## config.mk

```make
export PLATFORM = sky130hd
export DESIGN_NAME = bcd_scan_driver
export DESIGN_NICKNAME = d
export VERILOG_FILES = /design/src/rtl/bcd_scan_driver.sv
export SDC_FILE = /design/constraint.sdc
export NUM_CORES = 1
export LEC_CHECK = 0
export ABC_CLOCK_PERIOD_IN_PS = 3210
export CAP_MARGIN = 10
export CORE_MARGIN = 3
export CORE_UTILIZATION = 35
export DETAILED_ROUTE_END_ITERATION = 6
export MAX_ROUTING_LAYER = met4
export PLACE_DENSITY = 0.64
export SETUP_SLACK_MARGIN = 0.2
export SLEW_MARGIN = 20
export SYNTH_ARGS = -nofsm -noshare
export SYNTH_HDL_FRONTEND = slang
export SYNTH_SLANG_ARGS = --single-unit
```

## constraint.sdc

```tcl
create_clock -name CLK -period 3.21 [get_ports CLK]
set_input_delay 0.963 -clock CLK [delete_from_list [all_inputs] [get_ports CLK]]
set_output_delay 0.963 -clock CLK [all_outputs]
set_load 0.02 [all_outputs]
```

## src/rtl/bcd_scan_driver.sv

```systemverilog
// Feeds a 4-digit 7-segment decoder. It accepts a 16-bit value over VALID/READY and
// converts it to BCD by shift-add-3, or passes it through as hex. It then scans the
// four digit slots at a fixed prescaled rate.
module bcd_scan_driver #(
  parameter int unsigned DIV_MAX = 12500
) (
  input  logic        CLK,
  input  logic        RST_N,
  input  logic [15:0] DIN,
  input  logic        HEX_MODE,
  input  logic        DIN_VALID,
  output logic        DIN_READY,
  output logic        UPD_PULSE,
  output logic [3:0]  BCD,
  output logic [1:0]  SEL_IN
);

  localparam int unsigned PW = (DIV_MAX > 1) ? $clog2(DIV_MAX) : 1;
  localparam logic [PW-1:0] DIV_LAST = PW'(DIV_MAX - 1);

  typedef enum logic [1:0] {
    IDLE,
    CONV,
    UPDATE
  } state_t;

  state_t        state;
  state_t        state_nxt;
  logic          accept;
  logic [31:0]   shreg;
  logic [31:0]   adj;
  logic [3:0]    bit_cnt;
  logic [15:0]   disp;
  logic [PW-1:0] presc;

  // FSM state register
  always_ff @(posedge CLK or negedge RST_N) begin
    if (!RST_N) state <= IDLE;
    else        state <= state_nxt;
  end

  // Next-state and handshake decode
  always_comb begin
    state_nxt = state;
    DIN_READY = 1'b0;
    accept    = 1'b0;
    case (state)
      IDLE: begin
        DIN_READY = 1'b1;
        if (DIN_VALID) begin
          accept = 1'b1;
          if (HEX_MODE || (DIN > 16'd9999)) state_nxt = UPDATE;
          else                              state_nxt = CONV;
        end
      end
      CONV:    if (bit_cnt == 4'd15) state_nxt = UPDATE;
      UPDATE:  state_nxt = IDLE;
      default: state_nxt = IDLE;
    endcase
  end

  // Add 3 to every BCD nibble that is 5 or more before the next shift
  always_comb begin
    adj = shreg;
    for (int unsigned i = 0; i < 4; i++) begin
      if (shreg[16 + 4*i +: 4] >= 4'd5)
        adj[16 + 4*i +: 4] = shreg[16 + 4*i +: 4] + 4'd3;
    end
  end

  // Conversion datapath and display register. The hex and overflow results are parked
  // in the upper half of the shift register, so UPDATE always copies shreg[31:16].
  always_ff @(posedge CLK or negedge RST_N) begin
    if (!RST_N) begin
      shreg     <= '0;
      bit_cnt   <= '0;
      disp      <= '0;
      UPD_PULSE <= 1'b0;
    end else begin
      UPD_PULSE <= 1'b0;
      case (state)
        IDLE: begin
          if (accept) begin
            bit_cnt <= '0;
            if (HEX_MODE)            shreg <= {DIN, 16'h0000};
            else if (DIN > 16'd9999) shreg <= {16'hEEEE, 16'h0000};
            else                     shreg <= {16'h0000, DIN};
          end
        end
        CONV: begin
          shreg   <= adj << 1;
          bit_cnt <= bit_cnt + 4'd1;
        end
        UPDATE: begin
          disp      <= shreg[31:16];
          UPD_PULSE <= 1'b1;
        end
        default: ;
      endcase
    end
  end

  // Free-running slot prescaler and digit select, independent of the FSM
  always_ff @(posedge CLK or negedge RST_N) begin
    if (!RST_N) begin
      presc  <= '0;
      SEL_IN <= '0;
    end else if (presc == DIV_LAST) begin
      presc  <= '0;
      SEL_IN <= SEL_IN + 2'd1;
    end else begin
      presc <= presc + 1'b1;
    end
  end

  // Digit mux, driven from registers only
  always_comb begin
    BCD = disp[{SEL_IN, 2'b00} +: 4];
  end

endmodule
```

==> results.md <==
* Total Wirelength at 7690 um
* Worst VDD drop at 0.234 mV
* Area contributors post-synth: dfrtp_1, a221o_1, ha_1
* Drt wl/cell at around 16 um
* Status: finished clean
* Initial core utilization at between 30% and 40%
* CP max FO at 7
* CP max stage delay at 0.55 ns
* Flops & latches, synth at 71
* Synth Net Count at 361
* Synthesized instance count at 331
* # IOs at 28
* Hold violation count in the final report at 0
* Clk_lat worst skew at 0.35 ns
* Hold Startpoint: shreg[14]$_DFFE_PN0P_
* Drt first pass iters at 4
* Most frequent cells in the layout: dfrtp_1, nand2_1, nor2_1
* Vias in the first global route at 2518
* Final RePlAce weighted congestion at approximately 0.84
* Top_reg_cell synth: dfrtp_1
* N_diodes at 0
* Iteration-0 DRC count of the detailed router at approximately 160
* Num CTS Buffers at 9
* Worst reg2reg startpoint: presc[0]$_DFF_PN0_
* Register clock-pin slew on the reported worst setup and hold paths at approximately 0.07 ns
* Worst EP required at approximately 2.3 ns
* RSZ-0062 raised after global routing: no
* P per Cell Area at roughly 580 nW/um^2
* Fmax at 0.347 GHz
* Post-CTS setup buffer count at 0
* Die Wd at around 110 um
* Arr. time, crit path at 1.92 ns
* Startpoint type of the worst setup path: register
* Ys async rst share at 100%
* Final antenna-violating net count at 0
* Kind of end point of the critical path: output port
* Site Rows at 35
* Crit-path cells: mux4_2 -> clkdlybuf4s50_1
* Pin count of the biggest net entering global routing at 41
* Max_slew headroom at approximately 33%
* Max Root-Sink Buffers at 2
* Multi-input logic area at 1600 um^2
* Sequential fraction of the synthesis area at between 50% and 60%
* Crit Path Category: reg2out
* Flop-to-flop setup slack at 0.96 ns
* Port buffer count at 27
* GRT Residual Overflow at 0
* Drc violations at 0
* Critical Path Start: SEL_IN[0]$_DFFE_PN0N_
* DR vias/cell at 5.38
* Clock Sinks at 71
* DIE AREA at 11200 um^2
* Finished Core Util at 43.1%
* Setup tns final at 0 ns
* Initial antenna violation count at 0
* Syn Area/Cell at 10.5 um^2
* P_leak at 1.84 nW
* Worst path slowest cell: mux4_2
* Final worst clock skew at a little under 0.003 ns
* CTS H-tree lvls at 3
* Most common cell after layout, fill and taps aside: dfrtp_1
* Library cells used by synthesis at 41
* Share of layout cells above drive strength 1 at a little over a tenth
* Worst path top cell family by delay: multiplexers
* Routed via count at 2643
* Area Growth Syn to Fin at 17.5%
* Yosys warnings at 0
* Post-synth top area share at 51.2%
* DP HPWL at ~5400 um
* Register area at about 1800 um^2
* Total GRT Usage at between 15 and 20%
* EDFF count, synth at 0
* Setup violators final at 0
* TritonCTS clock tree: yes
* Max Slew Vio Count at 0
* Worst Path Buf+Inv at 1
* Core ar. at 9460 um^2
* Tightest Pin Transition at between 1 and 1.5 ns
* Hold Crit Class: reg2reg
* Die height at 106 um
* First-pass GRT wire length at 12900 um
* Nets at 389
* Crit path time final at 2.88 ns
* Post-synth top area cell: dfrtp_1
* Root Driver: clkbuf_8
* # fillers at 935
* Mapped Area at 3470 um^2
* Total of max-cap violations at 0
* Final Cycle Share at 89.7%
==> area by class of cell <==
| cell class | instances | area share [%] |
|---|---|---|
| flip-flops and latches | 71 | 43.6 |
| multi-input cells | 234 | 39.2 |
| repair buffers | 33 | 7.91 |
| clock buffers | 14 | 4.48 |
| well taps | 129 | 3.96 |
| inverters | 10 | 0.920 |
==> repair_timing <==
item / in CTS / in global routing
endpoints found under the setup margin: 2 / 0
hold endpoints to repair: 0 / 0
hold buffers: 0 / 0
gates resized for setup: 1 / 0
==> cell usage after synthesis (all sizes together), types with 3 or more instances <==
library cell / count
a211oi: 3
a21o: 3
a21oi: 16
a221o: 13
a22o: 3
a32oi: 4
and3: 17
clkbuf: 15
dfrtp: 71
ha: 10
inv: 10
mux2: 9
mux4: 4
nand2: 31
nand2b: 7
nand3: 11
nand4: 3
nor2: 28
nor3b: 3
o21ai: 23
o221ai: 4
o22ai: 6
o31ai: 7
xnor2: 11
xor2: 4
==> worst reg2reg max path, stage by stage (launching register included) <==
cell and delay [ns]:
dfrtp_1 0.41, ha_1 0.27, nand2b_4 0.07, or4_4 0.49, nor4_4 0.56, o21ai_1 0.15
a21o_1 0.19
==> metrics by stage <==
step                hold slack, ns  power [mW]  instances  instance area, um^2  setup slack (ns)
floorplan                    0.433        1.49        331                 3470             0.869
global placement             0.451        1.69        477                 3900             0.218
detailed placement           0.457        1.71        477                 3900             0.122
CTS                          0.471        2.38        491                 4080             0.285
global route                 0.489        2.49        491                 4080             0.249
finish                       0.469        2.36        491                 4080             0.332
==> cell families after synthesis <==
group,count (synthesis),share of synthesized area [%]
compound gates,83,16.3
xor+xnor,15,3.78
fa+ha+maj,10,3.60
buf+inv,26,2.81
flops,71,51.2
mux,13,5.51
simple gates,113,16.9
==> power breakdown <==
group	switching [mW]	internal (mW)
Combinational	0.281	0.254
Clock	0.311	0.357
Sequential	0.117	1.04
==> per-layer routing <==
| layer | part of all wire [%] | wire length (um) | vias to the layer above | GRT usage [%] |
|---|---|---|---|---|
| li1 | - | - | 1266 | - |
| met1 | 50 | 3840 | 1293 | 21.3 |
| met2 | 44 | 3390 | 72 | 20.8 |
| met3 | 5.0 | 383 | 12 | 3.98 |
| met4 | 1.0 | 80 | 0 | 5.55 |
| met5 | 0 | 0 | - | - |
==> state kept, by name, summed over array words and instances (netlist names) <==
| signal | count |
|---|---|
| state | 2 |
| presc | 14 |
| shreg | 32 |
| bit_cnt | 4 |
| disp | 16 |
| UPD_PULSE | 1 |
| SEL_IN | 2 |
==> final timing paths <==
kind / cells past startpoint / endpoint
min in group asynchronous: 1 / UPD_PULSE$_DFF_PN0_
hold reg to reg: 2 / shreg[14]$_DFFE_PN0P_
setup / recovery: 2 / BCD[3]
max in group asynchronous: 2 / SEL_IN[0]$_DFFE_PN0N_
hold / removal: 2 / shreg[14]$_DFFE_PN0P_
setup reg to reg: 6 / presc[7]$_DFF_PN0_
Note: power is estimated with default switching activity, not from simulation.
==> patch 1 (same settings) <==
Reset style: synchronous (`RST_N`), changed in 3 clocked blocks.
--- a/src/rtl/bcd_scan_driver.sv
+++ b/src/rtl/bcd_scan_driver.sv
@@ -35,5 +35,5 @@
 
   // FSM state register
-  always_ff @(posedge CLK or negedge RST_N) begin
+  always_ff @(posedge CLK) begin
     if (!RST_N) state <= IDLE;
     else        state <= state_nxt;
@@ -71,5 +71,5 @@
   // Conversion datapath and display register. The hex and overflow results are parked
   // in the upper half of the shift register, so UPDATE always copies shreg[31:16].
-  always_ff @(posedge CLK or negedge RST_N) begin
+  always_ff @(posedge CLK) begin
     if (!RST_N) begin
       shreg     <= '0;
@@ -102,5 +102,5 @@
 
   // Free-running slot prescaler and digit select, independent of the FSM
-  always_ff @(posedge CLK or negedge RST_N) begin
+  always_ff @(posedge CLK) begin
     if (!RST_N) begin
       presc  <= '0;
Behaviour: differs if RST_N is asserted again (counterexample within 4 cycles, from zero or initial values and one cycle with RST_N low); with RST_N held inactive, the same outputs for 10 cycles.
==> patch 1 against the unedited design <==
Wire length is 10% higher; sequential cell count stayed put; setup slack better by 66 ps; cell area is 1.8% higher; sequential share of layout area is 9.3 points lower; via count is 17% higher; core utilization is 0.59 points higher; synthesized area is 1.2% higher; critical endpoint unchanged.
Power is not compared: it rests on default switching activity, and its combinational part moved more than twofold at a synthesized area within 25%.
==> patch 1: results (changes against the unedited design) <==
set qor(run_status) {finished, final reports clean}
set qor(first_pass_iters) 5 ;# +1
set qor(net_total_in_the_final_layout) 474 ;# +22%
set qor(detail_route.iter0.violations) 174 ;# +10%
set qor(worstPathArrival_ps) 1850 ;# -70 ps
set qor(clock_skew_ps) 8.01 ;# +5.11 ps
set qor(regToRegEndpoint) {presc[4]$_SDFF_PP0_}
set qor(first_global_vias) 2923 ;# +16%
set qor(timing.reg2reg.worst_path_depth) 5 ;# -1
set qor(wire_per_inst_um) 14.7 ;# -6.2%
set qor(fraction_of_layout_instances_using_a_drive_strength_above_1_pct) 8.24 ;# -2.5 points
set qor(synth.area.mux_share_pct) 4.56 ;# -0.96 points
set qor(grt_util_all_layers_pct) 16.1 ;# +1.1 points
set qor(synth_fa_ha_area_share_pct) 3.56 ;# -0.044 points
set qor(buf_share_pct) 8.67 ;# +0.76 points
set qor(place.detailed.hpwl_mm) 5.98 ;# +11%
set qor(synth_seq_area_share_pct) 40.4 ;# -11 points
set qor(signal_buffers) 39 ;# +18%
set qor(cpLargestDelayFamily) {buffers and inverters}
set qor(inverters) 14 ;# +4
set qor(clockBufferCount) 11 ;# -3
set qor(worst-r2r-setup-slack_ps) 1290 ;# +330 ps
set qor(clkCellAreaFrac_pct) 6.14 ;# +1.7 points
set qor(hp-start) {disp[6]$_SDFFE_PN0P_}
set qor(critical_path_peak_fanout) 6 ;# -1
set qor(grt_max_degree) 34 ;# -17%
set qor(postSynth.asyncResetShare_pct) 0 ;# -100 points
set qor(holdWs_ps) 455 ;# -14.6 ps
set qor(synth_xor_xnor_area_share_pct) 3.24 ;# -0.54 points
set qor(syn_nets) 456 ;# +26%
set qor(yosysWarningCount) 0 ;# unchanged
set qor(synth.distinct_cells) 45 ;# +9.8%
set qor(multi_input_logic_cell_count) 309 ;# +32%
set qor(grt_first_pass_wirelength_mm) 14.4 ;# +11%
set qor(reg_area_um2) 1420 ;# -20%
set qor(cell_with_the_largest_stage_delay_on_the_worst_path) {sky130_fd_sc_hd__clkdlybuf4s50_1}
set qor(via_count) 3101 ;# +17%
set qor(proportion_of_cell_area_occupied_by_multi_input_gates_pct) 45.8 ;# +6.6 points
set qor(measured_slew_at_the_worst_slew_check_pin_ps) 1000 ;# +2.64 ps
set qor(origin_of_the_critical_flop_to_flop_path) {presc[0]$_SDFF_PP0_}
set qor(synth_compound_area_share_pct) 23.1 ;# +6.8 points
[patch 1: routing by layer]
metal,vias up,share of wire (%),global-route usage [%]
li1,1573,-,-
met1,1449,51,21.6
met2,67,44,24.5
met3,12,3.7,3.76
met4,0,1.4,4.63
met5,-,0,-
[patch 1: through the flow]
stage / std cells / utilization, % / instance area (um^2) / setup WS [ps]
after floorplan: 426 / - / 3510 / 798
after global placement: 562 / 41.0 / 3900 / 209
after detailed placement: 562 / 41.0 / 3900 / 168
after CTS: 578 / 43.7 / 4150 / 259
after global routing: 578 / 43.7 / 4160 / 322
final: 578 / 43.7 / 4160 / 398
[patch 1: worst max-delay path by stage]
stage          cells past startpoint              startpoint  slack, ps                endpoint
4_1_cts                            2  SEL_IN[0]$_SDFFE_PN0P_        260                  BCD[3]
3_3_place_gp                       5                 DIN[15]        210  shreg[13]$_SDFFE_PN0P_
3_5_place_dp                       5                 DIN[15]        170   shreg[3]$_SDFFE_PN0P_
5_1_grt                            2  SEL_IN[0]$_SDFFE_PN0P_        320                  BCD[3]
2_1_floorplan                      5                 DIN[15]        800  shreg[10]$_SDFFE_PN0P_
6_report                           2  SEL_IN[0]$_SDFFE_PN0P_        400                  BCD[3]
[patch 1: power by group through the flow]
stage | Combinational [W] | Clock (W) | Sequential (W)
after floorplan | 0.000164 | 0 | 0.000971
after global placement | 0.000236 | 0 | 0.000983
after global routing | 0.000272 | 0.000954 | 0.000973
after CTS | 0.000241 | 0.000915 | 0.000965
after detailed placement | 0.000240 | 0 | 0.000985
final | 0.000242 | 0.000902 | 0.000966
[patch 1: timing repair]
item / 4_1_cts / 5_1_grt
resized for setup: 0 / 1
setup endpoints to repair: 0 / 1
hold buffers: 0 / 0
==> patch 2 (same flow settings) <==
Without the edit above. The parameter `DIV_MAX` goes from 12500 to 3125.
--- a/src/rtl/bcd_scan_driver.sv
+++ b/src/rtl/bcd_scan_driver.sv
@@ -3,5 +3,5 @@
 // four digit slots at a fixed prescaled rate.
 module bcd_scan_driver #(
-  parameter int unsigned DIV_MAX = 12500
+  parameter int unsigned DIV_MAX = 3125
 ) (
   input  logic        CLK,
Behaviour: no difference found for any inputs over 10 cycles, from zero or initial values and one cycle with RST_N low; that may be too few to reach the edited logic, so the function may still have changed.
==> patch 2 against the unedited design <==
Total power increased by 2.3%; cell area decreased by 0.77%; sequential cell count decreased by 2; clock skew increased by 11 ps; combinational power increased by 2%; setup slack improved by 16 ps; wire length decreased by 1.2%; synthesized area decreased by 1.1%; non-clock buffer count increased by 1; worst hold slack improved by 11 ps.
==> patch 2: results (changes against the unedited design) <==
set qor(run_status) {finished, final reports clean}
set qor(first_pass_iters) 4 ;# unchanged
set qor(post_cts_resize_count) 0 ;# -1
set qor(synth_compound_area_share_pct) 16.9 ;# +0.61 points
set qor(yosys-top-cells-count) {69 x sky130_fd_sc_hd__dfrtp_1, 28 x sky130_fd_sc_hd__nand2_1, 25 x sky130_fd_sc_hd__o21ai_0, 17 x sky130_fd_sc_hd__a21oi_1, 17 x sky130_fd_sc_hd__nor2_1}
set qor(synth_xor_xnor_area_share_pct) 3.57 ;# -0.21 points
set qor(detail_route.iter0.violations) 123 ;# -22%
set qor(worst-r2r-setup-slack_ps) 1300 ;# +340 ps
set qor(first_global_vias) 2515 ;# -0.12%
set qor(wire_per_inst_um) 15.6 ;# -0.61%
set qor(grt_util_all_layers_pct) 15.1 ;# +0.088 points
set qor(finalWeightedCongestion) 0.861 ;# +2.5%
set qor(synth.area.mux_share_pct) 5.25 ;# -0.27 points
set qor(avgViaCountPerCell) 5.33 ;# -0.95%
set qor(regToRegEndpoint) {presc[11]$_DFF_PN0_}
set qor(peakVddDrop_v) 0.000267 ;# +14%
set qor(place.port_buffers) 27 ;# unchanged
set qor(relSlewSlack_pct) 41.5 ;# +8.5 points
set qor(post_synth_inst_count) 327 ;# -1.2%
set qor(total_internal_power_w) 0.00167 ;# +1.5%
set qor(holdWs_ps) 481 ;# +11.3 ps
set qor(worstPathArrival_ps) 1900 ;# -20 ps
set qor(fraction_of_layout_instances_using_a_drive_strength_above_1_pct) 12.0 ;# +1.2 points
set qor(cpLargestDelayFamily) {buffers and inverters}
set qor(origin_of_the_critical_flop_to_flop_path) {presc[8]$_DFF_PN0_}
set qor(synth.distinct_cells) 42 ;# +2.4%
set qor(ys_top_cells_by_area) {sky130_fd_sc_hd__dfrtp_1 50%, sky130_fd_sc_hd__ha_1 4.0%, sky130_fd_sc_hd__a221o_1 3.8%, sky130_fd_sc_hd__o21ai_0 3.6%, sky130_fd_sc_hd__nand2_1 3.1%}
set qor(detail_route.wirelength_mm) 7.60 ;# -1.2%
set qor(placed_cells) 472 ;# -1.0%
set qor(timing.reg2reg.worst_path_depth) 4 ;# -2
set qor(cts-root-to-sink-buffers) 2 ;# unchanged
set qor(clock_skew_ps) 13.9 ;# +11.0 ps
set qor(synth_seq_area_share_pct) 50.3 ;# -0.90 points
set qor(net_total_in_the_final_layout) 385 ;# -1.0%
set qor(place.detailed.hpwl_mm) 5.27 ;# -1.8%
set qor(h-tree-depth) 3 ;# unchanged
set qor(power.static_leakage_nw) 1.82 ;# -1.4%
set qor(synth_fa_ha_area_share_pct) 4.01 ;# +0.40 points
set qor(grt_first_pass_wirelength_mm) 13.0 ;# +0.59%
set qor(syn_nets) 358 ;# -0.83%
patch 2: layout make-up:
cell class | count | area, um^2
clock buffer | 11 | 151
clock inverter | 5 | 58.8
fill | 922 | 5320
inverter | 15 | 56.3
multi-input combinational | 225 | 1580
sequential | 69 | 1730
tap | 129 | 161
timing repair buffer | 34 | 318
patch 2: kinds of logic after synthesis:
group / Yosys count
adders and majority gates: 11
AOI/OAI and AO/OA: 84
and+or+nand+nor: 104
DFF: 69
buffers and inverters: 33
xor gates and xnor gates: 14
muxes: 12
patch 2: routing by layer:
| layer | up-vias | wire (um) | GRT usage [%] |
|---|---|---|---|
| li1 | 1240 | - | - |
| met1 | 1283 | 3760 | 22.3 |
| met2 | 72 | 3330 | 20.1 |
| met3 | 7 | 411 | 4.01 |
| met4 | 0 | 97 | 4.78 |
| met5 | - | 0 | - |
patch 2: power by group through the flow:
stage / registers, W / logic (W) / clock network, W
floorplan: 0.00110 / 0.000377 / 0
global placement: 0.00114 / 0.000539 / 0
detailed placement: 0.00115 / 0.000550 / 0
CTS: 0.00113 / 0.000552 / 0.000756
global route: 0.00115 / 0.000616 / 0.000795
finish: 0.00113 / 0.000547 / 0.000736
patch 2: tightest hold or removal path, cell delays in order (launching register included):
cell and delay, ps:
sky130_fd_sc_hd__dfrtp_1 350, sky130_fd_sc_hd__nand2_1 50, sky130_fd_sc_hd__nand2_1 50
patch 2: through the flow:
stage,worst slack (ps),cell area (um^2),util [%]
after global routing,249,4050,43.2
final,348,4050,43.2
after CTS,212,4050,43.2
after floorplan,869,3430,-
after detailed placement,197,3840,40.9
after global placement,281,3840,40.9
